<file path="src/rtl/paint_pkg.sv">
// rtl/paint_pkg.sv - shared writer indices, arbiter states and index helpers
package paint_pkg;

    localparam logic [1:0] WR_PAINT  = 2'd0;
    localparam logic [1:0] WR_CURSOR = 2'd1;
    localparam logic [1:0] WR_PALETA = 2'd2;
    localparam int         N_WRITERS = 3;

    typedef enum logic {
        ARB_IDLE  = 1'b0,
        ARB_WRITE = 1'b1
    } arb_state_t;

    // Successor of a writer index in round-robin order (wraps 2 -> 0).
    function automatic logic [1:0] next_idx(input logic [1:0] idx);
        case (idx)
            WR_PAINT:  return WR_CURSOR;
            WR_CURSOR: return WR_PALETA;
            default:   return WR_PAINT;
        endcase
    endfunction

    // One-hot vector for a writer index.
    function automatic logic [N_WRITERS-1:0] onehot3(input logic [1:0] idx);
        return 3'b001 << idx;
    endfunction

endpackage

</file>
<file path="src/rtl/rr_pick3.sv">
// rtl/rr_pick3.sv - combinational three-way round-robin picker
module rr_pick3
    import paint_pkg::*;
(
    input  logic [N_WRITERS-1:0] req,
    input  logic [1:0]           last,
    output logic                 valid,
    output logic [1:0]           idx
);

    logic [1:0] cand1;
    logic [1:0] cand2;
    logic [1:0] cand3;

    // Scan last+1, last+2, last+3 and take the first requester found.
    always_comb begin
        cand1 = next_idx(last);
        cand2 = next_idx(cand1);
        cand3 = next_idx(cand2);
        valid = |req;
        idx   = cand1;
        if (req[cand1]) begin
            idx = cand1;
        end else if (req[cand2]) begin
            idx = cand2;
        end else if (req[cand3]) begin
            idx = cand3;
        end
    end

endmodule

</file>
<file path="src/rtl/fb_write_arbiter.sv">
// rtl/fb_write_arbiter.sv - round-robin arbiter for the framebuffer write port
module fb_write_arbiter
    import paint_pkg::*;
#(
    parameter int MAX_BURST = 16
) (
    input  logic        clk,
    input  logic        rst,
    input  logic [2:0]  req,
    input  logic [23:0] req_x,
    input  logic [23:0] req_y,
    input  logic [23:0] req_data,
    input  logic        mem_ready,
    output logic [2:0]  gnt,
    output logic [2:0]  ack,
    output logic        wr_en,
    output logic [7:0]  wr_x,
    output logic [7:0]  wr_y,
    output logic [7:0]  wr_data,
    output logic        busy
);

    localparam logic [7:0] BURST_LAST = 8'(MAX_BURST - 1);

    arb_state_t state;
    logic [1:0] owner;
    logic [1:0] last_owner;
    logic [7:0] burst_cnt;

    logic       pick_valid;
    logic [1:0] pick_idx;
    logic       owner_req;
    logic       beat;
    logic       others_pending;
    logic [7:0] sel_x;
    logic [7:0] sel_y;
    logic [7:0] sel_data;

    rr_pick3 u_pick (
        .req   (req),
        .last  (last_owner),
        .valid (pick_valid),
        .idx   (pick_idx)
    );

    // Owner's request drives the strobe; a beat is a strobe the memory accepts.
    always_comb begin
        owner_req      = req[owner];
        wr_en          = (state == ARB_WRITE) && owner_req;
        beat           = wr_en && mem_ready;
        ack            = beat ? onehot3(owner) : 3'b000;
        others_pending = |(req & ~onehot3(owner));
    end

    // Route the owner's coordinate and colour lanes, forced to zero when not writing.
    always_comb begin
        case (owner)
            2'd1: begin
                sel_x    = req_x[15:8];
                sel_y    = req_y[15:8];
                sel_data = req_data[15:8];
            end
            2'd2: begin
                sel_x    = req_x[23:16];
                sel_y    = req_y[23:16];
                sel_data = req_data[23:16];
            end
            default: begin
                sel_x    = req_x[7:0];
                sel_y    = req_y[7:0];
                sel_data = req_data[7:0];
            end
        endcase
        wr_x    = wr_en ? sel_x    : 8'd0;
        wr_y    = wr_en ? sel_y    : 8'd0;
        wr_data = wr_en ? sel_data : 8'd0;
    end

    // Grant FSM: arbitrate in IDLE, stream beats in WRITE, release on drop or burst limit.
    always_ff @(negedge clk or negedge rst) begin
        if (!rst) begin
            state      <= ARB_IDLE;
            owner      <= WR_PAINT;
            last_owner <= WR_PALETA;
            burst_cnt  <= 8'd0;
            gnt        <= 3'b000;
            busy       <= 1'b0;
        end else begin
            case (state)
                ARB_IDLE: begin
                    if (pick_valid) begin
                        owner     <= pick_idx;
                        gnt       <= onehot3(pick_idx);
                        busy      <= 1'b1;
                        burst_cnt <= 8'd0;
                        state     <= ARB_WRITE;
                    end
                end
                ARB_WRITE: begin
                    if (!owner_req) begin
                        gnt        <= 3'b000;
                        busy       <= 1'b0;
                        last_owner <= owner;
                        state      <= ARB_IDLE;
                    end else if (beat) begin
                        if (burst_cnt == BURST_LAST) begin
                            // At the limit: yield only if someone else is waiting.
                            if (others_pending) begin
                                gnt        <= 3'b000;
                                busy       <= 1'b0;
                                last_owner <= owner;
                                state      <= ARB_IDLE;
                            end
                        end else begin
                            burst_cnt <= burst_cnt + 8'd1;
                        end
                    end
                end
                default: begin
                    state <= ARB_IDLE;
                end
            endcase
        end
    end

endmodule

</file>
<file path="config.mk">
export PLATFORM = sky130hd
export DESIGN_NAME = fb_write_arbiter
export DESIGN_NICKNAME = d
export VERILOG_FILES = /design/src/rtl/paint_pkg.sv /design/src/rtl/rr_pick3.sv /design/src/rtl/fb_write_arbiter.sv
export SDC_FILE = /design/constraint.sdc
export NUM_CORES = 1
export LEC_CHECK = 0
export ABC_AREA = 1
export BUFFER_PORTS_ARGS = -buffer_cell sky130_fd_sc_hd__buf_2
export CAP_MARGIN = 40
export CORE_MARGIN = 2
export CORE_UTILIZATION = 35
export CTS_CLUSTER_DIAMETER = 100
export CTS_CLUSTER_SIZE = 30
export DETAILED_ROUTE_END_ITERATION = 7
export PLACE_DENSITY = 0.67
export SLEW_MARGIN = 25
export SYNTH_ARGS = -nofsm -noshare
export SYNTH_HDL_FRONTEND = slang
export SYNTH_SLANG_ARGS = --single-unit
</file>
<file path="constraint.sdc">
create_clock -name clk -period 2.78 [get_ports clk]
set_input_delay 0.278 -clock clk [delete_from_list [all_inputs] [get_ports clk]]
set_output_delay 0.278 -clock clk [all_outputs]
set_load 0.005 [all_outputs]
</file>
== Word level (Yosys, flattened, before mapping) ==
Index checks and enable logic that the tools add are counted.

* Register bits: 17
* Output and inout bits: 32

* Add/sub/neg operators: 1
* $lt $le $gt $ge: 4
* Eq/ne operators: 16
* Shift operators: 2
* Muxes and demuxes: 48
* Bitwise operators: 3
* Reduce and logical (&&, ||, !) cells: 11

{| class="wikitable"
|+ Operator list
! kind !! number
|-
| $pmux 8 s2 || 4
|-
| $mux 8 || 7
|-
| $mux 3 || 6
|-
| $mux 1 || 14
|-
| $mux 2 || 7
|-
| $lt 2x3->1 const B || 4
|-
| $pmux 2 s2 || 3
|-
| $reduce_and 4->1 || 3
|-
| $ne 2x1->1 const B || 5
|-
| $ne 3x2->1 const B || 3
|-
| $add 8x1->8 const B || 1
|-
| $bmux 1 s2 || 4
|-
| $eq 2x1->1 const B || 4
|-
| $eq 8x4->1 const B || 1
|-
| $logic_not 2->1 || 3
|-
| $pmux 3 s2 || 1
|-
| $reduce_or 3->1 || 2
|-
| $shl 1x2->3 const A || 2
|-
| $ne 2x2->1 const B || 2
|-
| $pmux 1 s2 || 2
|-
| $and 3x3->3 || 1
|-
| $not 3->3 || 1
|-
| $eq 2x2->1 const B || 1
|-
| $logic_and 1x1->1 || 2
|-
| 2 further kinds || 2
|}

== Longest topological paths before layout ==
* Depth after elaboration: 14
* Depth in mapped cells: 11

== Modules after synthesis ==
A second synthesis with hierarchy kept.

* Cell total of the unflattened synthesis: 254
* Area total of the unflattened synthesis: 1818.0 µm²

{| class="wikitable"
|+ Modules (own cells, without submodules)
! module !! times used !! cells each !! area each (µm²)
|-
| fb_write_arbiter || 1 || 222 || 1671.6
|-
| rr_pick3 || 1 || 32 || 146.4
|}

==> flow_summary.json <==
{
  "dp.cells": 457,
  "min_to": "gnt[2]$_DFFE_NN0P_",
  "cts.htree.levels": 1,
  "antenna_left": 0,
  "total_leakage_power_uw": 0.00160,
  "final_hold_viol_count": 0,
  "drcViolationCount": 0,
  "grt_first_pass_wirelength_mm": 9.78,
  "n_antenna_cell": 0,
  "peakVddDrop_uv": 493,
  "synth_warnings": 0,
  "die-area_um2": 5810,
  "path_class": "register to primary output",
  "drtIter0Drc": 59,
  "dpl.hpwl_mm": 4.68,
  "synth.largest_area_cell": "dfrtn_1",
  "overflow": 0,
  "setup_viol": 28,
  "crit_required_ns": 2.50,
  "setup_ws_ns": -0.550,
  "vias_per_cell": 4.90,
  "start_util_pct": 35.9,
  "placed_area_um2": 2650,
  "syn_inst": 264,
  "firstDrtPassIters": 5,
  "synthTopCellsByArea": "dfrtn_1 22%, nand2_1 14%, mux2i_1 13%, a22o_1 12%, nor2_1 9.1%",
  "synth_top_area_share_pct": 21.9,
  "worstSkewPairLatency_ns": 0.31,
  "floorplan.die.height_um": 76.2,
  "clkSinkCount": 17,
  "max_stage_delay_ns": 0.35,
  "core_um2": 5070,
  "rrSetupSlack_ns": 1.05,
  "final_common_cell": "buf_2",
  "worst_setup_path_end_kind": "primary output",
  "cp_max_fo": 18,
  "min_path_cells": 2,
  "synth_adder_area_share_pct": 2.74,
  "synth_compound_gate_area_share_pct": 15.9,
  "tightest_slew_ns": 0.401,
  "cts_setup_buffers": 0,
  "fill_cells": 505,
  "multiInputGateArea_um2": 1300,
  "layout-drive-gt1-share_pct": 41.7,
  "cp_slowest_cell": "dfrtn_1",
  "die_x_um": 76.2,
  "area.sequential_um2": 427,
  "syn_area_per_cell_um2": 6.91,
  "ys_types": 29,
  "grt_pass1_vias": 2083,
  "seq_area_frac_synth_pct": 23.4,
  "grt_use_total_pct": 20.1,
  "layout_common_cells": "109 x buf_2, 66 x nand2_1, 43 x nor2_1",
  "cts_max_path_buffers": 2,
  "antenna_found_initial": 0,
  "skew_ns": 0.0471,
  "finalInstanceArea_um2": 2800,
  "portBuffers": 109,
  "min_from": "gnt[2]$_DFFE_NN0P_",
  "slew_headroom_pct": 73.3,
  "start_kind": "register",
  "syn-num-nets": 346,
  "place_congestion": 0.849,
  "placementRows": 26,
  "io_pins": 110,
  "powerDensity_nw_per_um2": 987,
  "cts-root-buf": "clkbuf_8",
  "fin_nets": 476,
  "critPathArrivalTime_ns": 3.05,
  "num_vias": 2269,
  "rr_startpoint": "owner[0]$_DFFE_NN0P_",
  "synthSimpleGateAreaFrac_pct": 35.1,
  "cts_buffers": 3,
  "cts_tree": "done",
  "maxCapViolCount": 0,
  "synth_area_um2": 1820,
  "whs_ns": 0.426,
  "ctsHoldBuffers": 0,
  "grt_setup_unrepaired": "yes",
  "instances_no_fill": 463,
  "grt_max_degree": 26,
  "wl_per_cell_um": 13.2,
  "failed_checks": "setup timing",
  "drv_slew": 0,
  "synth_xor_xnor_area_share_pct": 1.44,
  "reg2reg_to": "last_owner[0]$_DFFE_NN0P_",
  "yosys-mux-area-fraction_pct": 13.2,
  "path_cells": "buf_4, ha_4, buf_12, a22o_1, mux2i_1, nor2_1, buf_2",
  "synth_top_family_by_area": "simple AND/OR/NAND/NOR gates",
  "wirelength_mm": 6.11,
  "synth_seq_cells": 17,
  "cts.clk_slew.worst_paths_ns": 0.05,
  "final.setup.tns_ns": -13.73,
  "reg2reg_depth": 11,
  "status": "complete, but fails checks",
  "min_path_type": "register to register",
  "area_growth_pct": 53.2
}
-- layout make-up --
type | instances | area share, %
multi-input combinational | 212 | 46.6
timing repair buffer | 140 | 30.7
sequential | 17 | 15.3
tap | 70 | 3.13
inverter | 19 | 2.55
clock buffer | 4 | 1.61
clock inverter | 1 | 0.134
-- worst max-delay path, delay by kind of cell, from the launching register on --
family	cells	cell delay, ns
simple gates	1	0.05
mux	1	0.14
flops	1	0.35
compound gates	1	0.25
fa+ha+maj	1	0.17
buf+inv	3	0.42
-- routing by layer --
layer	track usage (%)	wire length [µm]
met5	0	0
met4	5.27	109
met3	3.32	429
met2	36.4	3020
met1	24.7	2550
-- synth_stat cells --
cell type,count
inv_1,17
nor2_1,44
buf_2,9
o21ai_0,3
inv_2,3
nand2_2,1
ha_1,4
o21ai_1,3
nor3b_1,1
nand2_4,3
a22o_1,24
buf_4,2
o21ai_2,1
o31ai_4,1
a21o_1,1
dfstp_2,1
xor2_1,1
nand3_4,1
nand2_1,67
nand4_1,1
nand3_2,2
nor2_2,2
a21oi_1,1
dfrtn_1,16
mux2i_1,24
o21bai_1,1
clkbuf_1,4
nand3_1,24
xnor2_1,2
-- per-stage QoR --
stage / util, % / setup WS (ns) / power (µW)
global placement: 52.2 / -0.279 / 2310
global route: 55.1 / -0.611 / 2990
detailed placement: 52.2 / -0.305 / 2330
finish: 55.1 / -0.550 / 2760
floorplan: - / -0.216 / 1790
CTS: 54.5 / -0.533 / 2690
-- where the power goes --
| part | internal (µW) | switching, µW | total (µW) |
|---|---|---|---|
| sequential | 332 | 70.3 | 402 |
| clock | 103 | 88.0 | 191 |
| combinational | 1080 | 1090 | 2170 |
-- how the worst max path moves through the flow --
| stage | start | end | slack [ns] | cells past startpoint |
|---|---|---|---|---|
| 2_1_floorplan | owner[0]$_DFFE_NN0P_ | wr_data[0] | -0.22 | 7 |
| 4_1_cts | owner[0]$_DFFE_NN0P_ | wr_x[6] | -0.53 | 6 |
| 6_report | owner[1]$_DFFE_NN0P_ | wr_x[7] | -0.55 | 7 |
| 3_3_place_gp | owner[0]$_DFFE_NN0P_ | wr_data[7] | -0.28 | 6 |
| 5_1_grt | owner[0]$_DFFE_NN0P_ | wr_x[2] | -0.61 | 7 |
| 3_5_place_dp | owner[0]$_DFFE_NN0P_ | wr_data[7] | -0.31 | 6 |
-- kinds of logic after synthesis --
group	after synthesis
simple gates	146
compound gates	35
buf+inv	35
mux	24
flops	17
fa+ha+maj	4
xor+xnor	3
-- registers in the layout, indices dropped and copies added, names as in the netlist --
signal and flops:
burst_cnt 8, gnt 3, owner 2, busy 1, last_owner 2, state 1
-- timing repair --
item	in CTS	in global routing
pin swaps	1	6
gates resized for setup	7	1
endpoints found under the setup margin	28	28
cloned	1	1
Power figures use the tool's default switching activity.
